==> src/rtl/mem_arbiter.sv <==
// Shares one byte-wide RAM port between instruction fetch and MEM-stage loads/stores.
// Each access is split into byte transfers; read bytes are assembled little-endian.
module mem_arbiter #(
    parameter int ADDR_W = 17
) (
    input  logic              clk,
    input  logic              rst,
    input  logic              if_req,
    input  logic [31:0]       if_addr,
    input  logic              if_flush,
    output logic              if_done,
    output logic [31:0]       if_inst,
    input  logic              mem_req,
    input  logic              mem_we,
    input  logic [1:0]        mem_len,
    input  logic [31:0]       mem_addr,
    input  logic [31:0]       mem_wdata,
    output logic              mem_done,
    output logic [31:0]       mem_rdata,
    output logic [ADDR_W-1:0] ram_a,
    output logic              ram_wr,
    output logic [7:0]        ram_dout,
    input  logic [7:0]        ram_din,
    output logic              busy
);

    typedef enum logic [1:0] {
        IDLE,
        IF_RD,
        MEM_RD,
        MEM_WR
    } state_t;

    state_t      state;
    logic [2:0]  cnt;
    logic [2:0]  n;
    logic [31:0] wbuf;
    logic [31:0] rbuf;

    logic unused_addr_hi;
    assign unused_addr_hi = ^{if_addr[31:ADDR_W], mem_addr[31:ADDR_W]};

    assign busy = (state != IDLE);

    always_ff @(posedge clk or negedge rst) begin
        if (!rst) begin
            state     <= IDLE;
            cnt       <= 3'd0;
            n         <= 3'd0;
            wbuf      <= 32'd0;
            rbuf      <= 32'd0;
            if_done   <= 1'b0;
            if_inst   <= 32'd0;
            mem_done  <= 1'b0;
            mem_rdata <= 32'd0;
            ram_a     <= '0;
            ram_wr    <= 1'b0;
            ram_dout  <= 8'd0;
        end else begin
            if_done  <= 1'b0;
            mem_done <= 1'b0;
            unique case (state)
                IDLE: begin
                    // the cycle carrying a done pulse is a forced turnaround
                    if (if_done || mem_done) begin
                        state <= IDLE;
                    end else if (mem_req) begin
                        ram_a <= mem_addr[ADDR_W-1:0];
                        cnt   <= 3'd0;
                        rbuf  <= 32'd0;
                        n     <= (mem_len == 2'd0) ? 3'd1 :
                                 (mem_len == 2'd1) ? 3'd2 : 3'd4;
                        if (mem_we) begin
                            state    <= MEM_WR;
                            ram_wr   <= 1'b1;
                            ram_dout <= mem_wdata[7:0];
                            wbuf     <= mem_wdata >> 8;
                        end else begin
                            state <= MEM_RD;
                        end
                    end else if (if_req && !if_flush) begin
                        state <= IF_RD;
                        ram_a <= if_addr[ADDR_W-1:0];
                        cnt   <= 3'd0;
                        rbuf  <= 32'd0;
                        n     <= 3'd4;
                    end
                end
                IF_RD, MEM_RD: begin
                    if (state == IF_RD && if_flush) begin
                        state <= IDLE;
                    end else if (cnt != n) begin
                        rbuf[{cnt[1:0], 3'b000} +: 8] <= ram_din;
                        cnt   <= cnt + 3'd1;
                        ram_a <= ram_a + ADDR_W'(1);
                    end else begin
                        state <= IDLE;
                        if (state == IF_RD) begin
                            if_done <= 1'b1;
                            if_inst <= rbuf;
                        end else begin
                            mem_done  <= 1'b1;
                            mem_rdata <= rbuf;
                        end
                    end
                end
                MEM_WR: begin
                    if (cnt + 3'd1 != n) begin
                        cnt      <= cnt + 3'd1;
                        ram_a    <= ram_a + ADDR_W'(1);
                        ram_dout <= wbuf[7:0];
                        wbuf     <= wbuf >> 8;
                    end else begin
                        ram_wr   <= 1'b0;
                        mem_done <= 1'b1;
                        state    <= IDLE;
                    end
                end
                default: state <= IDLE;
            endcase
        end
    end

endmodule
==> config.mk <==
export PLATFORM = sky130hd
export DESIGN_NAME = mem_arbiter
export DESIGN_NICKNAME = d
export VERILOG_FILES = /design/src/rtl/mem_arbiter.sv
export SDC_FILE = /design/constraint.sdc
export NUM_CORES = 1
export LEC_CHECK = 0
export ABC_AREA = 1
export CAP_MARGIN = 20
export CORE_MARGIN = 3
export CORE_UTILIZATION = 52
export CTS_CLUSTER_DIAMETER = 200
export CTS_CLUSTER_SIZE = 8
export DETAILED_ROUTE_END_ITERATION = 10
export PLACE_DENSITY = 0.86
export SYNTH_ARGS = -nofsm -noshare
export SYNTH_HDL_FRONTEND = slang
export SYNTH_SLANG_ARGS = --single-unit
export TNS_END_PERCENT = 50
==> constraint.sdc <==
create_clock -name clk -period 3 [get_ports clk]
set_clock_uncertainty 0.05 [all_clocks]
set_input_delay 0.6 -clock clk [delete_from_list [all_inputs] [get_ports clk]]
set_output_delay 0.6 -clock clk [all_outputs]
set_load 0.01 [all_outputs]
# After elaboration in Yosys (flattened, before gate mapping)
# Index checks and enable logic that the tools add are counted.
[word_totals]
reg_bits = 164
inputBits = 112
output_inout_bits = 93
wordCells = 113
[op_classes]
addsub = 3
eq_ne = 16
shifts = 2
mux = 57
bitwise = 4
n_reduce_logical = 19
[ops]
columns = ["operator", "n"]
rows = [
  ["32-bit 2-to-1 mux", 9],
  ["32-bit case mux with 2 select lines", 2],
  ["17-bit 2-to-1 mux", 6],
  ["17-bit case mux with 3 select lines", 1],
  ["32-bit bitwise mux", 1],
  ["8-bit 2-to-1 mux", 4],
  ["8-bit by 7-bit variable shift with 32-bit output (first input constant)", 1],
  ["8-bit by 7-bit variable part select with 32-bit output", 1],
  ["3-bit 2-to-1 mux", 10],
  ["5-bit AND reduction", 4],
  ["17-bit by 1-bit adder with 17-bit output (second input constant)", 1],
  ["8-bit case mux with 2 select lines", 1],
  ["2-bit != test (second input constant)", 7],
  ["1-bit 2-to-1 mux", 13],
  ["2-bit 2-to-1 mux", 6],
  ["3-bit case mux with 3 select lines", 1],
  ["4-bit AND reduction", 2],
  ["2-bit nonzero test", 4],
  ["5-bit negation with 7-bit output", 1],
  ["3-bit != test", 2],
  ["3-bit != test (second input constant)", 2],
  ["2-bit case mux with 3 select lines", 1],
  ["3-bit AND reduction", 2],
  ["2-bit by 1-bit == test with 1-bit output (second input constant)", 2],
  ["other kinds (10)", 17],
]

# Longest topological paths before layout
[logic_depth]
depth_word = 6
mapped_depth = 11
ltp_nobuf = 11

# Worst setup path after synthesis
# OpenSTA, ideal clock, no wires.
[synth_path]
path_type = "reg2reg"
from = "register cnt[1]"
to = "register wbuf[10]"
setup_time_ns = 0.123
arrival_time_ns = 1.823
t_required_ns = 2.827
path_slack_ns = 1.004
path_stages_with_launch = 11
n_path_buf = 3
period_less_slack_ns = 1.996
cell_sequence = "dfrtp_1 > inv_1 > ha_1 > buf_4 > nor2_1 > nor3_2 > nand3_2 > nand2_1 > buf_4 > buf_2 > o21ai_1"
[synth_via]
elab_chain_cells = 4
[synth_rtl]
columns = ["element", "line", "rtl"]
rows = [
  ["from (decl)", "35", "logic [2:0] cnt;"],
  ["from (signal assigned)", "94", "cnt <= cnt + 3'd1;"],
  ["from (signal assigned)", "109", "cnt <= cnt + 3'd1;"],
  ["3-bit by 1-bit adder with 3-bit output", "108", "if (cnt + 3'd1 != n) begin"],
  ["3-bit != test", "108", ""],
  ["2-bit != test (no line)", "-", ""],
  ["5-bit AND reduction (no line)", "-", ""],
  ["to (signal assigned)", "77", "wbuf <= mem_wdata >> 8;"],
  ["to (signal assigned)", "112", "wbuf <= wbuf >> 8;"],
  ["to (decl)", "37", "logic [31:0] wbuf;"],
]
# Every way passes these cells.
# A chain may end at the register's enable or synchronous reset.

# Final worst setup path
[layout_path]
from = "register cnt[1]"
to = "register wbuf[12]"
# Same word-level chain as after synthesis.

==> results.md <==
* Yosys reg bits at 156
* Top cells by area, synth: dfrtp_1 53%, nand2_1 15%, o21ai_1 5.7%, mux2i_1 3.2%, inv_1 3.2%
* Drt total wl at 17400 µm
* Post-synthesis mux area share at 3.24%
* Post-route antenna net violation count at 0
* Layout cells sized above 1 at 9.09%
* Slew Viols, Final at 0
* CTS Root Cell: clkbuf_16
* Minimum clock period at 2560 ps
* Max stage delay cell, worst path: ha_1
* Ys Warns at 0
* Starting Density at 53.2%
* Overall Global Routing Usage at 22.8%
* Number of CTS-inserted buffers at 17
* Leakage at 4.34 nW
* Vias at between 6k and 7k
* Avg Inst Size Synth at about 8.7 µm²
* Outcome: finished clean
* Setup TNS at 0 ps
* Register area at 3900 µm²
* Post-Synth Adder-Cell Area at 1.52%
* Dpl hpwl at around 12000 µm
* First-pass GRT wire length at 29500 µm
* # resized after CTS at 0
* Max Cap Violations at 0
* Yosys top cell area share at ~53%
* Total core area at roughly 14000 µm²
* CTS Sinks at around 160
* Mapped Area at around 7400 µm²
* Compound-gate portion of the synthesized area at between 10 and 15%
* Fmax at roughly 400 MHz
* # rows at 43
* CP Capture Type: register
* Endpoints failing setup at 0
* Die Wd at 125 µm
* CTS HTree Levels at 4
* Worst relative slew slack at 43.7%
* Post-CTS Setup Repair Bufs at 0
* XOR/XNOR share of the synthesized area at 1.38%
* Synth area leader: dfrtp_1
* Worst-Margin Slew at 839 ps
* EDFF count, synth at 0
* Post-Syn Instances at about 850
* Synth Area in Simple Gates at approximately 22%
* Worst Setup Start Kind: register
* Cell Pwr Density at 876 nW/µm²
* Multi-input gate area at roughly 3000 µm²
* Post-synth cell types at 37
* Delay-heaviest family, CP: simple AND/OR/NAND/NOR gates
* Setup Crit Path Kind: register to register
* CTS tree: done
* Net count reported at finish at 1142
* Die Area at 15700 µm²
* Total gr overflow at 0
* Fill count at 1076
* Async SR Flop Fraction at 100%
* Tot Pwr at between 8 and 9 mW
* DRC Markers at 0
* Post-CTS Hold Buffers at 0
* Iteration-0 DRC Markers at approximately 400
* Reg2reg setup slack at 440 ps
* Arr. time, crit path at 2850 ps
* Ant diodes at 0
* Pre-antenna DRT Iters at 4
* Vias in the first global route at 6014
* DIE HEIGHT at 125 µm
* Hold Path Class: input pin to async pin
* Worst Path Required at 3300 ps
* WL/cell at approximately 14 µm
* Vias per inst at 5.20
* Reg2reg start: cnt[1]
* Crit-path max FO at 56
* Clk Latency, worst-skew pair at 420 ps
* CP Buf/Inv Count at 2
* Most frequent cells in the layout: 297 x nand2_1, 173 x clkdlybuf4s50_1, 156 x dfrtp_1
* IO buf count at 174
* Commonest non-fill, non-tap cell in the layout: nand2_1
* RSZ-0062 raised after global routing: false
* Combinational family with the most area after synthesis: simple AND/OR/NAND/NOR gates
* Syn Nets at just under 1k
* IO Count at about 210
* Register area share after synthesis at 52.6%
* Clk slew on worst S/H paths at 60 ps
* Max VDD drop at 0.000644 V
* Period Utilization, post-route at 85.3%
* Final hold viol count at 0
* Register-to-Register Path Depth at 9
* Final GP Congestion at 0.853
* Worst R2R End: wbuf[12]
* Number of antenna violations at the first check in global routing at 0
* Largest net degree at the start of global routing at 71
* CP cell instances: inv_1 > ha_1 > nor2_1 > nor3_2 > nand3_2 > nand2_2 > buf_4 > nand2_1 > o21ai_1
* Layout overhead on the synthesized area at 33.0%
* Ys flop type: dfrtp_1
* Max Buffers Root-to-Sink at 2
* CP peak stage delay at about 490 ps
## report_power, final
part           internal [mW]  switching (mW)  total, mW  leakage [nW]
sequential              2.63           0.424       3.05          2.09
clock                   1.18           0.886       2.07         0.272
combinational           1.42            2.11       3.53          1.97
## metrics by stage
stage | util [%] | instances | worst slack [ps] | area, µm² | hold slack (ps)
after floorplan | - | 851 | 1000 | 7420 | 254
after global placement | 66.7 | 1182 | 537 | 9300 | 404
after detailed placement | 66.7 | 1182 | 425 | 9300 | 408
after CTS | 70.8 | 1214 | 413 | 9870 | 153
after global routing | 70.8 | 1214 | 185 | 9870 | 178
final | 70.8 | 1214 | 442 | 9870 | 127
## logic make-up after synthesis
family          after synthesis
mux                          24
simple gates                389
fa+ha+maj                     9
xor+xnor                     10
flops                       156
compound gates              154
buf+inv                     109
## worst reg2reg max path, cell delays in order, from the launching register on
cell and delay [ps]:
dfrtp_1 480, inv_1 120, ha_1 490, nor2_1 100
nor3_2 310, nand3_2 200, nand2_2 80, buf_4 430
nand2_1 130, o21ai_1 110
## routing by layer
metal | up-vias | part of all wire, % | global-route usage [%]
met3 | 25 | 6.0 | 5.64
met2 | 189 | 49 | 36.5
met5 | - | 0 | 0
li1 | 3120 | - | -
met1 | 2975 | 44 | 31.0
met4 | 0 | 1.5 | 6.95
## final cells by class
cell class / instances / share of cell area (%)
tap: 180 / 2.28
sequential: 156 / 39.6
multi-input combinational: 586 / 30.5
inverter: 69 / 2.62
clock buffer: 18 / 4.45
clock inverter: 14 / 1.36
timing repair buffer: 191 / 19.2
## synth_stat cells (8+ instances only)
library cell  count
nor2_1           30
nand2_1         298
nand4_1          19
inv_1            63
o21ai_0          22
buf_2            17
dfrtp_1         156
ha_1              9
o21ai_2          23
o21ai_1          85
buf_4             8
a22oi_1          15
mux2i_1          24
nand3_1          26
## sequential cells by signal, summed over array words and instances (netlist names)
| name | cells |
|---|---|
| if_inst | 32 |
| mem_rdata | 32 |
| rbuf | 32 |
| wbuf | 24 |
| ram_a | 17 |
| ram_dout | 8 |
| cnt | 3 |
| n | 3 |
| state | 2 |
| if_done | 1 |
| mem_done | 1 |
| ram_wr | 1 |
## worst max-delay path by stage
stage / start / endpoint / slack [ps] / cells past startpoint
final: cnt[1] / wbuf[12] / 440 / 9
after global routing: cnt[1] / ram_dout[3] / 190 / 9
after CTS: cnt[1] / wbuf[12] / 410 / 9
after detailed placement: cnt[1] / wbuf[12] / 420 / 9
after global placement: cnt[1] / ram_dout[4] / 540 / 8
after floorplan: cnt[1] / wbuf[10] / 1000 / 10
No activity file was read; power rests on OpenSTA's default activity.
